File: src/rtl/mem_access_unit.sv
// Load/store initiator: turns MIPS lb/lbu/lh/lhu/lw/sb/sh/sw into word accesses, with read-modify-write for sub-word stores.
// Optional misaligned-access trapping is enabled by defining MAU_MISALIGN_TRAP_EN.
module mem_access_unit #(
  parameter int ADDR_WIDTH = 32
) (
  input  logic                  clk,
  input  logic                  reset,
  input  logic                  req,
  input  logic                  store,
  input  logic [2:0]            op,
  input  logic [ADDR_WIDTH-1:0] addr,
  input  logic [31:0]           wdata,
  output logic                  ready,
  output logic                  done,
  output logic                  err,
  output logic [31:0]           rdata,
  output logic [ADDR_WIDTH-1:0] mem_addr,
  output logic [31:0]           mem_wdata,
  output logic                  mem_write,
  input  logic [31:0]           mem_rdata
);

  typedef enum logic [1:0] {IDLE, RD, WR, RESP} state_t;

  state_t      state_reg;
  logic        store_reg;
  logic [2:0]  op_reg;
  logic [1:0]  lane_reg;
  logic [15:0] wdata_reg;

  logic        misalign;
  logic [3:0]  lane_en;
  logic [31:0] merged_word;
  logic [7:0]  load_byte;
  logic [15:0] load_half;
  logic [31:0] load_word;

`ifdef MAU_MISALIGN_TRAP_EN
  assign misalign = ((op[1:0] == 2'b01) && addr[0]) || (op[1] && (addr[1:0] != 2'b00));
`else
  assign misalign = 1'b0;
`endif

  // Byte lanes of the captured word that the sub-word store replaces.
  always_comb begin
    lane_en = 4'b1111;
    case (op_reg[1:0])
      2'b00:   lane_en = 4'b0001 << lane_reg;
      2'b01:   lane_en = lane_reg[1] ? 4'b1100 : 4'b0011;
      default: lane_en = 4'b1111;
    endcase
  end

  generate
    for (genvar gi = 0; gi < 4; gi++) begin : g_merge
      assign merged_word[8*gi +: 8] =
          !lane_en[gi] ? mem_rdata[8*gi +: 8] :
          (op_reg[0] ? wdata_reg[8*(gi%2) +: 8] : wdata_reg[7:0]);
    end
  endgenerate

  always_comb begin
    load_byte = mem_rdata[{lane_reg, 3'b000} +: 8];
    load_half = mem_rdata[{lane_reg[1], 4'b0000} +: 16];
    load_word = mem_rdata;
    case (op_reg[1:0])
      2'b00:   load_word = op_reg[2] ? {24'h0, load_byte} : {{24{load_byte[7]}}, load_byte};
      2'b01:   load_word = op_reg[2] ? {16'h0, load_half} : {{16{load_half[15]}}, load_half};
      default: load_word = mem_rdata;
    endcase
  end

  always_ff @(posedge clk or posedge reset) begin
    if (reset) begin
      state_reg <= IDLE;
      store_reg <= 1'b0;
      op_reg    <= 3'b000;
      lane_reg  <= 2'b00;
      wdata_reg <= 16'h0;
      ready     <= 1'b1;
      done      <= 1'b0;
      err       <= 1'b0;
      rdata     <= 32'h0;
      mem_addr  <= '0;
      mem_wdata <= 32'h0;
      mem_write <= 1'b0;
    end else begin
      done      <= 1'b0;
      err       <= 1'b0;
      mem_write <= 1'b0;
      case (state_reg)
        IDLE: begin
          if (req) begin
            store_reg <= store;
            op_reg    <= op;
            lane_reg  <= addr[1:0];
            wdata_reg <= wdata[15:0];
            mem_addr  <= {addr[ADDR_WIDTH-1:2], 2'b00};
            ready     <= 1'b0;
            if (misalign) begin
              state_reg <= RESP;
              done      <= 1'b1;
              err       <= 1'b1;
            end else if (store && op[1]) begin
              // Full-word store needs no read; write straight away.
              state_reg <= WR;
              mem_wdata <= wdata;
              mem_write <= 1'b1;
            end else begin
              state_reg <= RD;
            end
          end
        end
        RD: begin
          if (store_reg) begin
            state_reg <= WR;
            mem_wdata <= merged_word;
            mem_write <= 1'b1;
          end else begin
            state_reg <= RESP;
            rdata     <= load_word;
            done      <= 1'b1;
          end
        end
        WR: begin
          state_reg <= RESP;
          done      <= 1'b1;
        end
        RESP: begin
          state_reg <= IDLE;
          ready     <= 1'b1;
        end
      endcase
    end
  end

endmodule

File: config.mk
export PLATFORM = sky130hd
export DESIGN_NAME = mem_access_unit
export DESIGN_NICKNAME = d
export VERILOG_FILES = /design/src/rtl/mem_access_unit.sv
export SDC_FILE = /design/constraint.sdc
export NUM_CORES = 1
export LEC_CHECK = 0
export ABC_AREA = 1
export ABC_CLOCK_PERIOD_IN_PS = 6300
export CAP_MARGIN = 20
export CORE_MARGIN = 8
export CORE_UTILIZATION = 50
export CTS_CLUSTER_SIZE = 20
export DETAILED_ROUTE_END_ITERATION = 10
export PLACE_DENSITY_LB_ADDON = 0.25
export RECOVER_POWER = 100
export SLEW_MARGIN = 20
export SYNTH_ARGS = -nofsm -noshare
export SYNTH_HDL_FRONTEND = slang
export SYNTH_SLANG_ARGS = --single-unit
File: constraint.sdc
create_clock -name clk -period 6.3 [get_ports clk]
set_clock_uncertainty 0.15 [all_clocks]
set_input_delay 1.26 -clock clk [delete_from_list [all_inputs] [get_ports clk]]
set_output_delay 1.26 -clock clk [all_outputs]
set_load 0.01 [all_outputs]
==> results.txt, run 1 <==
The beginning of the worst hold path is mem_addr[3]. Summing the sequential cell areas from Yosys gives 48.0% of the chip area. The worst setup path is captured at a flop. The top-level I/O count came out at 203. Setup repair after global routing left no endpoint under its margin. The routed length per placed instance came out at 16.8 um. The horizontal die dimension is 128 um.

STA classifies the critical path startpoint as a flop. The root buffer cell chosen for the clock tree is clkbuf_16. The post-route antenna net violation count came out at 0.

The synthesized design contains 0 enable-type register cells. The H-tree generated during clock tree synthesis spans 4 levels. Of all cell types, the one taking the most synthesized area is dfrtp_1. The distinct cell type count after synthesis came out at 33.

The top fanout value on the critical path came out at 67. In the post-synthesis netlist, the biggest area contributors are dfrtp_1 48%, nand2_1 15%, a21oi_1 8.2%. The number of antenna violations at the first check in global routing is 0. For the worst setup path, the data arrival time is 4450 ps. The critical path starts at state_reg[1]. The detailed-route via count came out at 6327. The largest registers in the layout are mem_wdata x32, rdata x32, mem_addr x30. In the synthesized netlist the async set-or-reset flop fraction comes to 100%.

The global placer's final weighted congestion came out at 0.911. The total global-route track usage is 25.1%. The final total negative setup slack came out at 0 ps. Once the floorplan was initialized, standard cells occupied 50.6% of the core. The peak supply drop came out at 0.000287 V. The final-stage net count came out at 1138. The via density per instance came out at 5.20. The total count of hold-check failures in the final report is 0.

The headroom to the max-slew limit is -104%. Before antenna repair, the detailed router went through 5 iterations. Synthesis inferred 121 register bits. The floorplan has 41 rows. The core area came out at 12500 sq um. By count the netlist is led by 254 x nand2_1, 120 x dfrtp_1, 104 x a21oi_1. The run finished, with violations left. Global routing finished with a remaining overflow of 0. For this design, the sink count on the clock tree is 121. The half-perimeter wire length after placement came out at 14.6 mm. The most common cell in the synthesized netlist is nand2_1.

The utilization after layout is 71.7%. The number of global-route vias before repair is 6257. The area growth from synthesis to final layout came out at 41.6%.

The floorplan step defined a die boundary enclosing 16500 sq um. The number of gates resized after cts is 0. The dominant synthesized flop cell is dfrtp_1. The category of the critical setup timing path is flop to flop. Dividing the synthesized area by the synthesized cell count gives 7.40 sq um. The tool flagged a number of max-cap violations equal to 3.

The clock insertion delay at the later pin of the skew report is 420 ps. In this run the critical register-to-register path is launched from state_reg[1]. The number of DRC violations after detailed routing came out at 0. The class of the worst hold path is flop to flop. The first global-routing pass estimated 32.3 mm of wire.

The quantity of hold-fixing buffers added after cts is 0. The share of the cycle needed by the critical path after routing is 68.3%. The fraction of final layout cells with drive strength greater than 1 is 5.56%. The die is 128 um tall. The number of antenna cells inserted is 0.

The total CTS buffers is 17. The checks that failed: max-capacitance violations, max-slew violations. Summed over all layers, the routed wires come to 20.4 mm. The power density of the placed cells is 541 nW/um^2. The share of synthesized area in the top cell type comes to 47.6%.

The maximum clock frequency came out at 0.232 GHz. Post-CTS timing repair inserted 0 buffers for setup. The count of synthesis-stage warnings from yosys is 0. TritonCTS built the clock tree. The maximum number of pins on one net before global-route repair is 72. For this design the static power due to leakage is 4.37 nW. The number of max-slew violations in the final report came out at 180. The final setup violation count is 0. Port buffering added 199 buffers. The number of design-rule violations left by the first detailed-router iteration is 562.

After clock tree synthesis, the clock-pin slew on the worst setup and hold paths is 60 ps. The total standard cell area after synthesis came out at 6310 sq um. For the pin with the worst max-slew slack, the measured transition is 3040 ps. The final critical delay including setup and external delays is 4300 ps. The synthesized netlist cell count is 853. The data required time at the worst endpoint is 6450 ps.

The longest clock path from root to sink contains 2 buffers.
==> power breakdown <==
| part | internal [mW] | switching (mW) |
|---|---|---|
| clock | 0.680 | 0.343 |
| combinational | 0.958 | 1.44 |
| sequential | 1.17 | 0.235 |
==> path summary, 6_finish.rpt <==
| check | endpoint | slack, ps | cells after the start |
|---|---|---|---|
| max in group asynchronous | rdata[12] | 2270 | 3 |
| worst min-delay path | mem_addr[3] | 320 | 2 |
| min in group asynchronous | mem_addr[10] | 2020 | 2 |
| worst max register to register | mem_wdata[23] | 2000 | 10 |
| worst max-delay path | mem_wdata[23] | 2000 | 10 |
| worst min register to register | mem_addr[3] | 320 | 2 |
==> layer usage <==
| metal | routed length, um | vias to the layer above | part of all wire, % | GRT usage [%] |
|---|---|---|---|---|
| met1 | 8350 | 2883 | 41 | 31.4 |
| met5 | 0 | - | 0 | 0 |
| li1 | - | 3055 | - | - |
| met4 | 602 | 0 | 2.9 | 10.8 |
| met2 | 9170 | 341 | 45 | 38.3 |
| met3 | 2320 | 48 | 11 | 9.39 |
==> layout by cell type (no fill, tap or decap), types with 4 or more instances in the layout <==
| cell | count |
|---|---|
| a21oi_1 | 104 |
| a21oi_2 | 9 |
| buf_4 | 4 |
| bufinv_16 | 4 |
| clkbuf_1 | 8 |
| clkbuf_16 | 17 |
| clkdlybuf4s50_1 | 99 |
| dfrtp_1 | 120 |
| dlygate4sd3_1 | 100 |
| ha_1 | 4 |
| inv_1 | 88 |
| nand2_1 | 253 |
| nand2_2 | 5 |
| nand3_1 | 55 |
| nor2_1 | 83 |
| o21ai_0 | 62 |
==> final cells by class <==
| class | count | area [sq um] |
|---|---|---|
| clock buffers | 24 | 472 |
| clock inverters | 8 | 143 |
| fillers | 1020 | 3530 |
| inverters | 94 | 357 |
| multi-input cells | 591 | 2680 |
| flip-flops and latches | 121 | 3030 |
| well taps | 172 | 215 |
| repair buffers | 206 | 2030 |
==> cells by family after synthesis <==
family          count (synthesis)  synth area share, %
other cells                     1               0.0594
buf+inv                       143                 9.68
compound gates                182                 15.4
simple gates                  402                 26.1
fa+ha+maj                       4                0.793
flops                         121                 48.0
==> stage by stage <==
| step | instance area, sq um | std cells | hold slack, ps | total power, mW | setup WS, ps |
|---|---|---|---|---|---|
| after floorplan | 6320 | 855 | 298 | 2.88 | 1680 |
| after global placement | 8330 | 1184 | 311 | 3.85 | 2720 |
| after detailed placement | 8330 | 1184 | 314 | 3.91 | 2670 |
| after CTS | 8950 | 1216 | 329 | 4.97 | 3020 |
| after global routing | 8930 | 1216 | 344 | 5.19 | 1550 |
| final | 8930 | 1216 | 321 | 4.83 | 2000 |
==> critical path, stage by stage, from the launching register on <==
cell,delay (ps)
dfrtp_1,380
inv_1,90
ha_1,180
buf_4,310
nand2_1,140
clkbuf_1,1310
nand2_1,170
inv_2,520
nand2_2,550
nor2_1,250
a21oi_1,90
Power figures use the tool's default switching activity.
==> run 2: changes to the inputs <==
--- a/config.mk
+++ b/config.mk
@@ -6,10 +6,10 @@
 export NUM_CORES = 1
 export LEC_CHECK = 0
 export ABC_AREA = 1
-export ABC_CLOCK_PERIOD_IN_PS = 6300
+export ABC_CLOCK_PERIOD_IN_PS = 3700
 export CAP_MARGIN = 20
 export CORE_MARGIN = 8
-export CORE_UTILIZATION = 50
+export CORE_UTILIZATION = 42
 export CTS_CLUSTER_SIZE = 20
 export DETAILED_ROUTE_END_ITERATION = 10
 export PLACE_DENSITY_LB_ADDON = 0.25
==> constraint.sdc (replaced) <==
create_clock -name clk -period 3.7 [get_ports clk]
set_clock_uncertainty 0.15 [all_clocks]
set_input_delay 0.74 -clock clk [delete_from_list [all_inputs] [get_ports clk]]
set_output_delay 0.74 -clock clk [all_outputs]
set_load 0.01 [all_outputs]
==> results.txt, run 2 (same netlist as run 1, synthesis figures left out) <==
Outcome: finished clean (was finished, violations left). The headroom to the max-slew limit is 4.05% (was -104%). The final global-route overflow total is 0 (unchanged).

The routed length per placed instance came out at 16.9 um (was 16.8 um). The half-perimeter wire length after placement is 15.4 mm (was 14.6 mm). The number of cells in the design after placement came out at 1202 (was 1184). The most used cell along the critical path was nand2_1 (unchanged). The element type at the critical path start is a flop (unchanged). The clock transition at the registers of the reported paths is 50 ps (was 60 ps). The maximum clock frequency came out at 0.350 GHz (was 0.232 GHz). The endpoint type of the worst setup path is a flop (unchanged).

The y dimension of the die came out at 139 um (was 128 um). The total global-route track usage is 21.9% (was 25.1%). Commonest cells after routing, fill and taps aside: 254 x nand2_1, 120 x dfrtp_1, 104 x a21oi_1 (was 253 x nand2_1, 120 x dfrtp_1, 104 x a21oi_1). The area of the die came out at 19200 sq um (was 16500 sq um). The critical path's top delay family is simple AND/OR/NAND/NOR gates (was buffers and inverters).

The start point of the critical path is state_reg[1] (unchanged). The data required time at the worst endpoint came to 3830 ps (was 6450 ps). The clock tree buffer depth is 2 (unchanged).

The via density per instance came out at 5.08 (was 5.20). The clock net sink count came out at 121 (unchanged). The total count of hold-check failures in the final report came to 0 (unchanged). The number of H-tree levels is 4 (unchanged). Chain of cells forming the critical path: inv_1, ha_1, buf_4, nand2_1, o21ai_0, nand2_1, nor2_1, a21oi_1 (was inv_1, ha_1, buf_4, nand2_1, clkbuf_1, nand2_1, inv_2, nand2_2, nor2_1, a21oi_1).

The horizontal die dimension is 139 um (was 128 um). The longest individual stage delay on the worst path was 680 ps (was 1310 ps). Biggest regs: mem_wdata x32, rdata x32, mem_addr x30 (unchanged). The worst setup path endpoint was mem_wdata[13] (was mem_wdata[23]). The top fanout value on the critical path is 66 (was 67). The number of design-rule violations left by the first detailed-router iteration is 626 (was 562). The library cell used as clock root buffer is clkbuf_16 (unchanged). The share of the cycle needed by the critical path after routing came out at 77.3% (was 68.3%). The final total negative setup slack came to 0 ps (unchanged). The buffers plus inverters on the worst setup path came out at 2 (was 4). The initial core utilization came out at 42.3% (was 50.6%). The first-pass GRT wire length was 34.0 mm (was 32.3 mm). The final wirelength came to 20.8 mm (was 20.4 mm). The number of maximum-capacitance violations was 0 (was 3).

The total CTS buffers is 17 (unchanged). The endpoint of the most critical register-to-register path was mem_wdata[13] (was mem_wdata[23]). The leakage power was 4.36 nW (was 4.37 nW). The final critical delay including setup and external delays is 2860 ps (was 4300 ps). The number of global-route vias before repair is 6377 (was 6257). The fraction of final layout cells with drive strength greater than 1 came to 5.57% (was 5.56%). The tightest hold margin is 323 ps (was 321 ps). Unrepaired setup endpoints after global routing: false (unchanged). The global placer's final weighted congestion came out at 0.884 (was 0.911).

The number of DRC violations after detailed routing came out at 0 (unchanged). The number of antenna violations at the first check in global routing came to 1 (was 0). The post-CTS setup buffer count came out at 0 (unchanged).

The final-stage net count is 1140 (was 1138). The total of fill cells in the finished design came to 1370 (was 1020). The launching point of the worst reg2reg path is state_reg[1] (unchanged).

The slew of the pin with the lowest slew margin is 1430 ps (was 3040 ps). The number of antenna cells inserted is 0 (unchanged). The maximum number of pins on one net before global-route repair came out at 67 (was 72).

The area used by sequential logic in the layout came out at 3030 sq um (unchanged). The final setup violation count is 0 (unchanged). The number of max-slew violations in the final report is 0 (was 180). The setup slack after placement came out at 826 ps (was 2670 ps).

The count of non-filler cells in the finished layout is 1230 (was 1216). The utilization after layout came out at 59.6% (was 71.7%). The quantity of hold-fixing buffers added after cts is 0 (unchanged). The detailed-route via count was 6250 (was 6327).

The clock insertion delay at the later pin of the skew report is 410 ps (was 420 ps). The number of I/O port buffers came out at 199 (unchanged). The count of cells along the worst register-to-register path is 8 (was 10). The site row count came out at 45 (was 41).

The core area came out at 14900 sq um (was 12500 sq um). The path length in cells of the critical path is 8 (was 10). The category of the critical setup timing path is flop to flop (unchanged). The slack of the worst reg-to-reg path was 840 ps (was 2000 ps).

The power density of the placed cells is 896 nW/um^2 (was 541 nW/um^2). The peak supply drop came out at 0.000422 V (was 0.000287 V). The class of the worst hold path was flop to flop (unchanged). The area of combinational cells with multiple inputs is 2680 sq um (about the same). The arrival time of the worst setup path came to 2990 ps (was 4450 ps). The TritonCTS clock tree is built (unchanged). The number of instances on the worst hold path is 2 (unchanged). The critical-path cell with the highest stage delay was nand2_1 (was clkbuf_1). The post-route antenna net violation count came out at 0 (unchanged). The number of gates resized after cts is 0 (unchanged). The most common cell after layout, fill and taps aside was nand2_1 (unchanged).

The worst setup margin is 840 ps (was 2000 ps). The area growth from synthesis to final layout came to 40.9% (was 41.6%). The detailed-routing iteration count for the pre-antenna-repair pass is 6 (was 5).

The top-level I/O count is 203 (unchanged).
run 2: routing by layer:
metal / track usage (%) / vias up / wire (um)
li1: - / 3054 / -
met1: 28.3 / 2816 / 9010
met2: 32.1 / 332 / 9030
met3: 8.90 / 46 / 2240
met4: 8.24 / 2 / 498
met5: 0 / - / 11
run 2: area by class of cell:
type	instances	share of cell area, %
clock buffer	24	5.42
tap	188	2.65
inverter	94	4.01
multi-input combinational	591	30.1
sequential	121	34.1
clock inverter	4	0.507
timing repair buffer	208	23.2
run 2: worst min-delay path by stage:
stage	from	to	slack, ps
final	mem_addr[4]	mem_addr[4]	320
after global routing	mem_addr[23]	mem_addr[23]	330
after CTS	mem_addr[4]	mem_addr[4]	330
after detailed placement	mem_addr[21]	mem_addr[21]	320
after global placement	mem_addr[16]	mem_addr[16]	310
after floorplan	wdata_reg[10]	wdata_reg[10]	300
run 2: power by group:
part | internal (mW) | leakage (nW) | switching [mW]
clock | 0.956 | 0.262 | 0.544
sequential | 1.99 | 1.44 | 0.378
combinational | 1.64 | 2.66 | 2.47
run 2: worst reg2reg max path, delay by kind of cell (launching register included):
family | cells | cell delay (ps)
AOI/OAI and AO/OA | 2 | 220
adders and majority gates | 1 | 180
buffers and inverters | 2 | 670
DFF | 1 | 400
and+or+nand+nor | 3 | 1130
run 2: per-stage QoR:
stage	total power, mW	instance area (sq um)
detailed placement	6.70	8380
global route	8.66	8890
finish	7.97	8890
floorplan	4.91	6320
CTS	8.25	8910
global placement	6.63	8380
==> RTL change 1 (config.mk and constraints of run 1) <==
Reset style: synchronous (`reset`), changed in one clocked block.
--- a/src/rtl/mem_access_unit.sv
+++ b/src/rtl/mem_access_unit.sv
@@ -71,5 +71,5 @@
   end
 
-  always_ff @(posedge clk or posedge reset) begin
+  always_ff @(posedge clk) begin
     if (reset) begin
       state_reg <= IDLE;
Formal check against the unedited RTL: differs if reset is asserted again (counterexample within 4 cycles, from zero or initial values and one cycle with reset high); with reset held inactive, the same outputs for 4 cycles.
==> RTL change 1 against run 1 <==
- design area shrank 6.2%
- register-to-register slack gained 0.89 ns
- non-clock buffer count shrank 1
- sequential cell count is the same
- highest routed layer unchanged
- synthesized area shrank 7.9%
- first-iteration DRC count grew 32%
- setup slack gained 0.27 ns
- the flow still finishes with violations (capacitance limit, slew limit)
- routed wire length shrank 4.2%
- synthesized cell count grew 0.59%
Power is not compared: it rests on default switching activity, and its combinational part moved more than twofold at a synthesized area within 25%.
==> RTL change 1: results (changes against run 1) <==
final_max_slew_viol_count: 125  # -31%
seq_area_share_pct: 28.92  # -5.0 points
ctsResizeCount: 0  # unchanged
grt.total_usage_pct: 25.19  # +0.056 points
grt_pass1_wl_mm: 30.24  # -6.5%
synth_cell_types: 31  # -6.1%
wl_met3_mm: 2.015  # -13%
met2WireLength_mm: 8.885  # -3.1%
min_to: "mem_addr[14]"
cp_max_fo: 82  # +22%
layout-drive-gt1-share_pct: 5.385  # -0.17 points
multi_input_cells: 577  # -2.4%
slew_headroom_pct: -49.30  # +55 points
arrival_ns: 4.11  # -0.34 ns
final_nets: 1134  # -0.35%
cap_violations: 2  # -1
grt_max_degree: 83  # +15%
place_ws_ns: 2.875  # +0.2037 ns
status: "complete, but fails checks"
use_met1_pct: 33.63  # +2.2 points
wl_met1_mm: 8.277  # -0.87%
min-delay-start: "mem_addr[14]"
ys_seq_area_share_pct: 41.69  # -6.3 points
clockNetworkAreaShare_pct: 7.498  # +0.62 points
critPathLaunch: "reset"
hpwl_mm: 13.89  # -4.8%
cp_slowest_stage_delay_ns: 1.07  # -0.24 ns
fin_ws_ns: 2.270  # +0.2717 ns
violations: "capacitance limit, slew limit"
inv_count: 105  # +12%
drtIter0Drc: 742  # +32%
r2r-end: "rdata[31]"
synthAdderAreaFrac_pct: 0.8613  # +0.068 points
grt_pass1_vias: 5856  # -6.4%
signal_buffers: 205  # -0.49%
synth_compound_area_share_pct: 23.41  # +8.0 points
layout.nonclk_buf_share_pct: 24.23  # +1.5 points
fillers: 950  # -6.9%
crit_path_end: "op_reg[1]"
r2r_slack_ns: 2.89  # +0.89 ns
synthArstFlopShare_pct: 0  # -100 points
ys_top_cells_by_area: "dfxtp_1 (42%), nor2_1 (11%), o21ai_0 (10%)"
multi_input_comb_area_um2: 2724  # +1.5%
grt_use_met3_pct: 7.208  # -2.2 points
wl_per_cell_um: 16.55  # -1.6%
[RTL change 1: cell types whose count changed after synthesis, sizes merged, moves of 22 or more]
cell | before | now
a21oi | 114 | 71
dfrtp | 120 | 0
dfxtp | 0 | 121
nand2 | 261 | 107
nand3 | 56 | 20
nor2 | 84 | 178
o211ai | 1 | 23
o21ai | 63 | 149
[RTL change 1: per-stage QoR]
step / instances / hold slack (ns) / area [µm²] / power [mW]
global placement: 1151 / 0.3106 / 7756 / 1.675
detailed placement: 1151 / 0.3210 / 7756 / 1.684
global route: 1183 / 0.3537 / 8377 / 2.801
floorplan: 860 / 0.3035 / 5818 / 1.354
finish: 1183 / 0.3239 / 8377 / 2.675
CTS: 1183 / 0.3329 / 8384 / 2.716
[RTL change 1: logic make-up after synthesis]
kind of cell / Yosys count
other cells: 1
buf+inv: 162
flops: 121
compound gates: 254
simple gates: 316
fa+ha+maj: 4
[RTL change 1: where the power goes]
group | switching, mW | internal (mW)
logic | 0.416 | 0.297
registers | 0.0595 | 0.872
clock network | 0.367 | 0.663
==> RTL change 2 (settings of run 1) <==
Made on the original files. The option `MAU_MISALIGN_TRAP_EN` is turned on by a define.
--- a/src/rtl/mem_access_unit.sv
+++ b/src/rtl/mem_access_unit.sv
@@ -1,4 +1,6 @@
 // Load/store initiator: turns MIPS lb/lbu/lh/lhu/lw/sb/sh/sw into word accesses, with read-modify-write for sub-word stores.
 // Optional misaligned-access trapping is enabled by defining MAU_MISALIGN_TRAP_EN.
+`define MAU_MISALIGN_TRAP_EN
+
 module mem_access_unit #(
   parameter int ADDR_WIDTH = 32
Function: changed (Yosys sat finds a counterexample within 4 cycles, from zero or initial values and one cycle with reset high).
==> RTL change 2 against run 1 <==
- design area grew 3.2%
- total power rose by 3.0%
- setup slack gained 0.28 ns
- global-route usage is 0.54 points lower
- routed wire length up 0.71%
- sequential cell count is 1 higher
- largest cell class unchanged
- highest routed layer unchanged
- sequential power barely moved
- sequential share of layout area down 0.77 points
- critical path depth down 7
- synthesized area grew 4.5%
- the flow still finishes with violations (capacitance limit, slew limit)
==> RTL change 2: results (changes against run 1) <==
clockBufferDepth: 2  # unchanged
place_ws_ns: 2.903  # +0.2320 ns
hpwl_mm: 14.85  # +1.8%
routed_wl_mm: 20.59  # +0.71%
antenna_found_initial: 0  # unchanged
reg2reg_from: "op_reg[1]"
arrival_ns: 4.36  # -0.09 ns
cap_violations: 1  # -2
insertion_delay_ns: 0.42  # about the same
crit_path_end: "wdata_reg[10]"
synthTopCellsByCount: "nand2_1 (267), dfrtp_1 (121), inv_1 (102)"
insertedDiodeCount: 0  # unchanged
synth_compound_area_share_pct: 9.091  # -6.3 points
critPathLaunch: "reset"
reg_top3: "mem_wdata x32, rdata x32, mem_addr x30"
root_buffer: "clkbuf_16"
place_congestion: 0.9200  # +0.94%
p_leak_nw: 4.586  # +5.0%
viasPerCell: 5.080  # -2.4%
grt_pass1_vias: 6367  # +1.8%
ys_seq_area_share_pct: 46.33  # -1.7 points
final_nets: 1174  # +3.2%
hold_path.class: "reg -> reg"
cts.htree.levels: 4  # unchanged
final_max_slew_viol_count: 71  # -61%
status: "complete, but fails checks"
cts_buffers: 17  # unchanged
crit_path_top_delay_cell: "clkinvlp_2"
synth_xor_area_share_pct: 0  # unchanged
drtIter0Drc: 607  # +8.0%
slew_headroom_pct: -106.8  # -2.8 points
cp_max_fo: 70  # +4.5%
postCtsSetupRepairBufs: 0  # unchanged
ys_top_cells_by_area: "dfrtp_1 (46%), nand2_1 (15%), inv_1 (5.8%)"
grt_pass1_wl_mm: 32.40  # +0.19%
grt_max_degree: 72  # unchanged
first_pass_iters: 5  # unchanged
r2r-end: "rdata[5]"
synthMuxAreaShare_pct: 0  # unchanged
r2r_slack_ns: 3.12  # +1.12 ns
ff2ff_path_depth: 7  # -3
synthAdderAreaFrac_pct: 0.9489  # +0.16 points
synth_cell_types: 39  # +18%
ir_drop_v: 0.0003152  # +9.9%
period_needed_ns: 4.024  # -0.2771 ns
layout-drive-gt1-share_pct: 9.361  # +3.8 points
grt.total_usage_pct: 24.59  # -0.54 points
port_buffers: 200  # +0.50%
ctsResizeCount: 0  # unchanged
fillers: 1048  # +2.7%
violations: "capacitance limit, slew limit"
cp_slowest_stage_delay_ns: 1.71  # +0.40 ns
[RTL change 2: cell count changes in the layout (fill, tap and decap cells not counted), sizes merged, moves of 13 or more]
cell          run 1  this run
o21ai            63        41
inv              92       105
or2               1        23
nand2           261       278
nand3            56        92
a21oi           114        51
nor2             84       103
[RTL change 2: cell families after synthesis]
group           after synthesis
compound gates              105
fa+ha+maj                     5
buf+inv                     150
flops                       122
other cells                   1
simple gates                499
[RTL change 2: cell type report]
class	count	share of cell area, %
clock buffer	21	4.888
clock inverter	11	1.847
sequential	122	33.14
tap	176	2.390
multi-input combinational	611	30.98
timing repair buffer	206	22.17
inverter	108	4.576
[RTL change 2: metrics by stage]
step                hold slack, ns  cells  utilization [%]  cell area (µm²)
CTS                         0.3309   1255            70.67             9248
global placement            0.3114   1223            65.93             8627
floorplan                   0.2979    883                -             6596
detailed placement          0.3149   1223            65.93             8627
global route                0.3460   1255            70.42             9215
finish                      0.3215   1255            70.42             9215
[RTL change 2: critical path, delay by kind of cell]
family / cells / cell delay, ns
buffers and inverters: 3 / 3.04
[RTL change 2: report_power, final]
group / internal [mW] / switching (mW) / total, mW
Sequential: 1.18 / 0.229 / 1.41
Combinational: 1.05 / 1.50 / 2.54
Clock: 0.671 / 0.356 / 1.03
[RTL change 2: metal layers]
| layer | GRT usage [%] | up-vias | part of all wire, % |
|---|---|---|---|
| li1 | - | 3104 | - |
| met1 | 29.40 | 2962 | 40 |
| met5 | 0 | - | 0 |
| met4 | 7.698 | 0 | 2.1 |
| met2 | 39.77 | 278 | 48 |
| met3 | 9.984 | 31 | 10 |
[RTL change 2: how the worst min path moves through the flow]
| stage | slack [ns] | start | endpoint |
|---|---|---|---|
| 4_1_cts | 0.33 | mem_addr[26] | mem_addr[26] |
| 6_report | 0.32 | mem_addr[26] | mem_addr[26] |
| 2_1_floorplan | 0.30 | wdata_reg[10] | wdata_reg[10] |
| 3_3_place_gp | 0.31 | mem_addr[10] | mem_addr[10] |
| 5_1_grt | 0.35 | mem_addr[27] | mem_addr[27] |
| 3_5_place_dp | 0.31 | rdata[15] | rdata[15] |
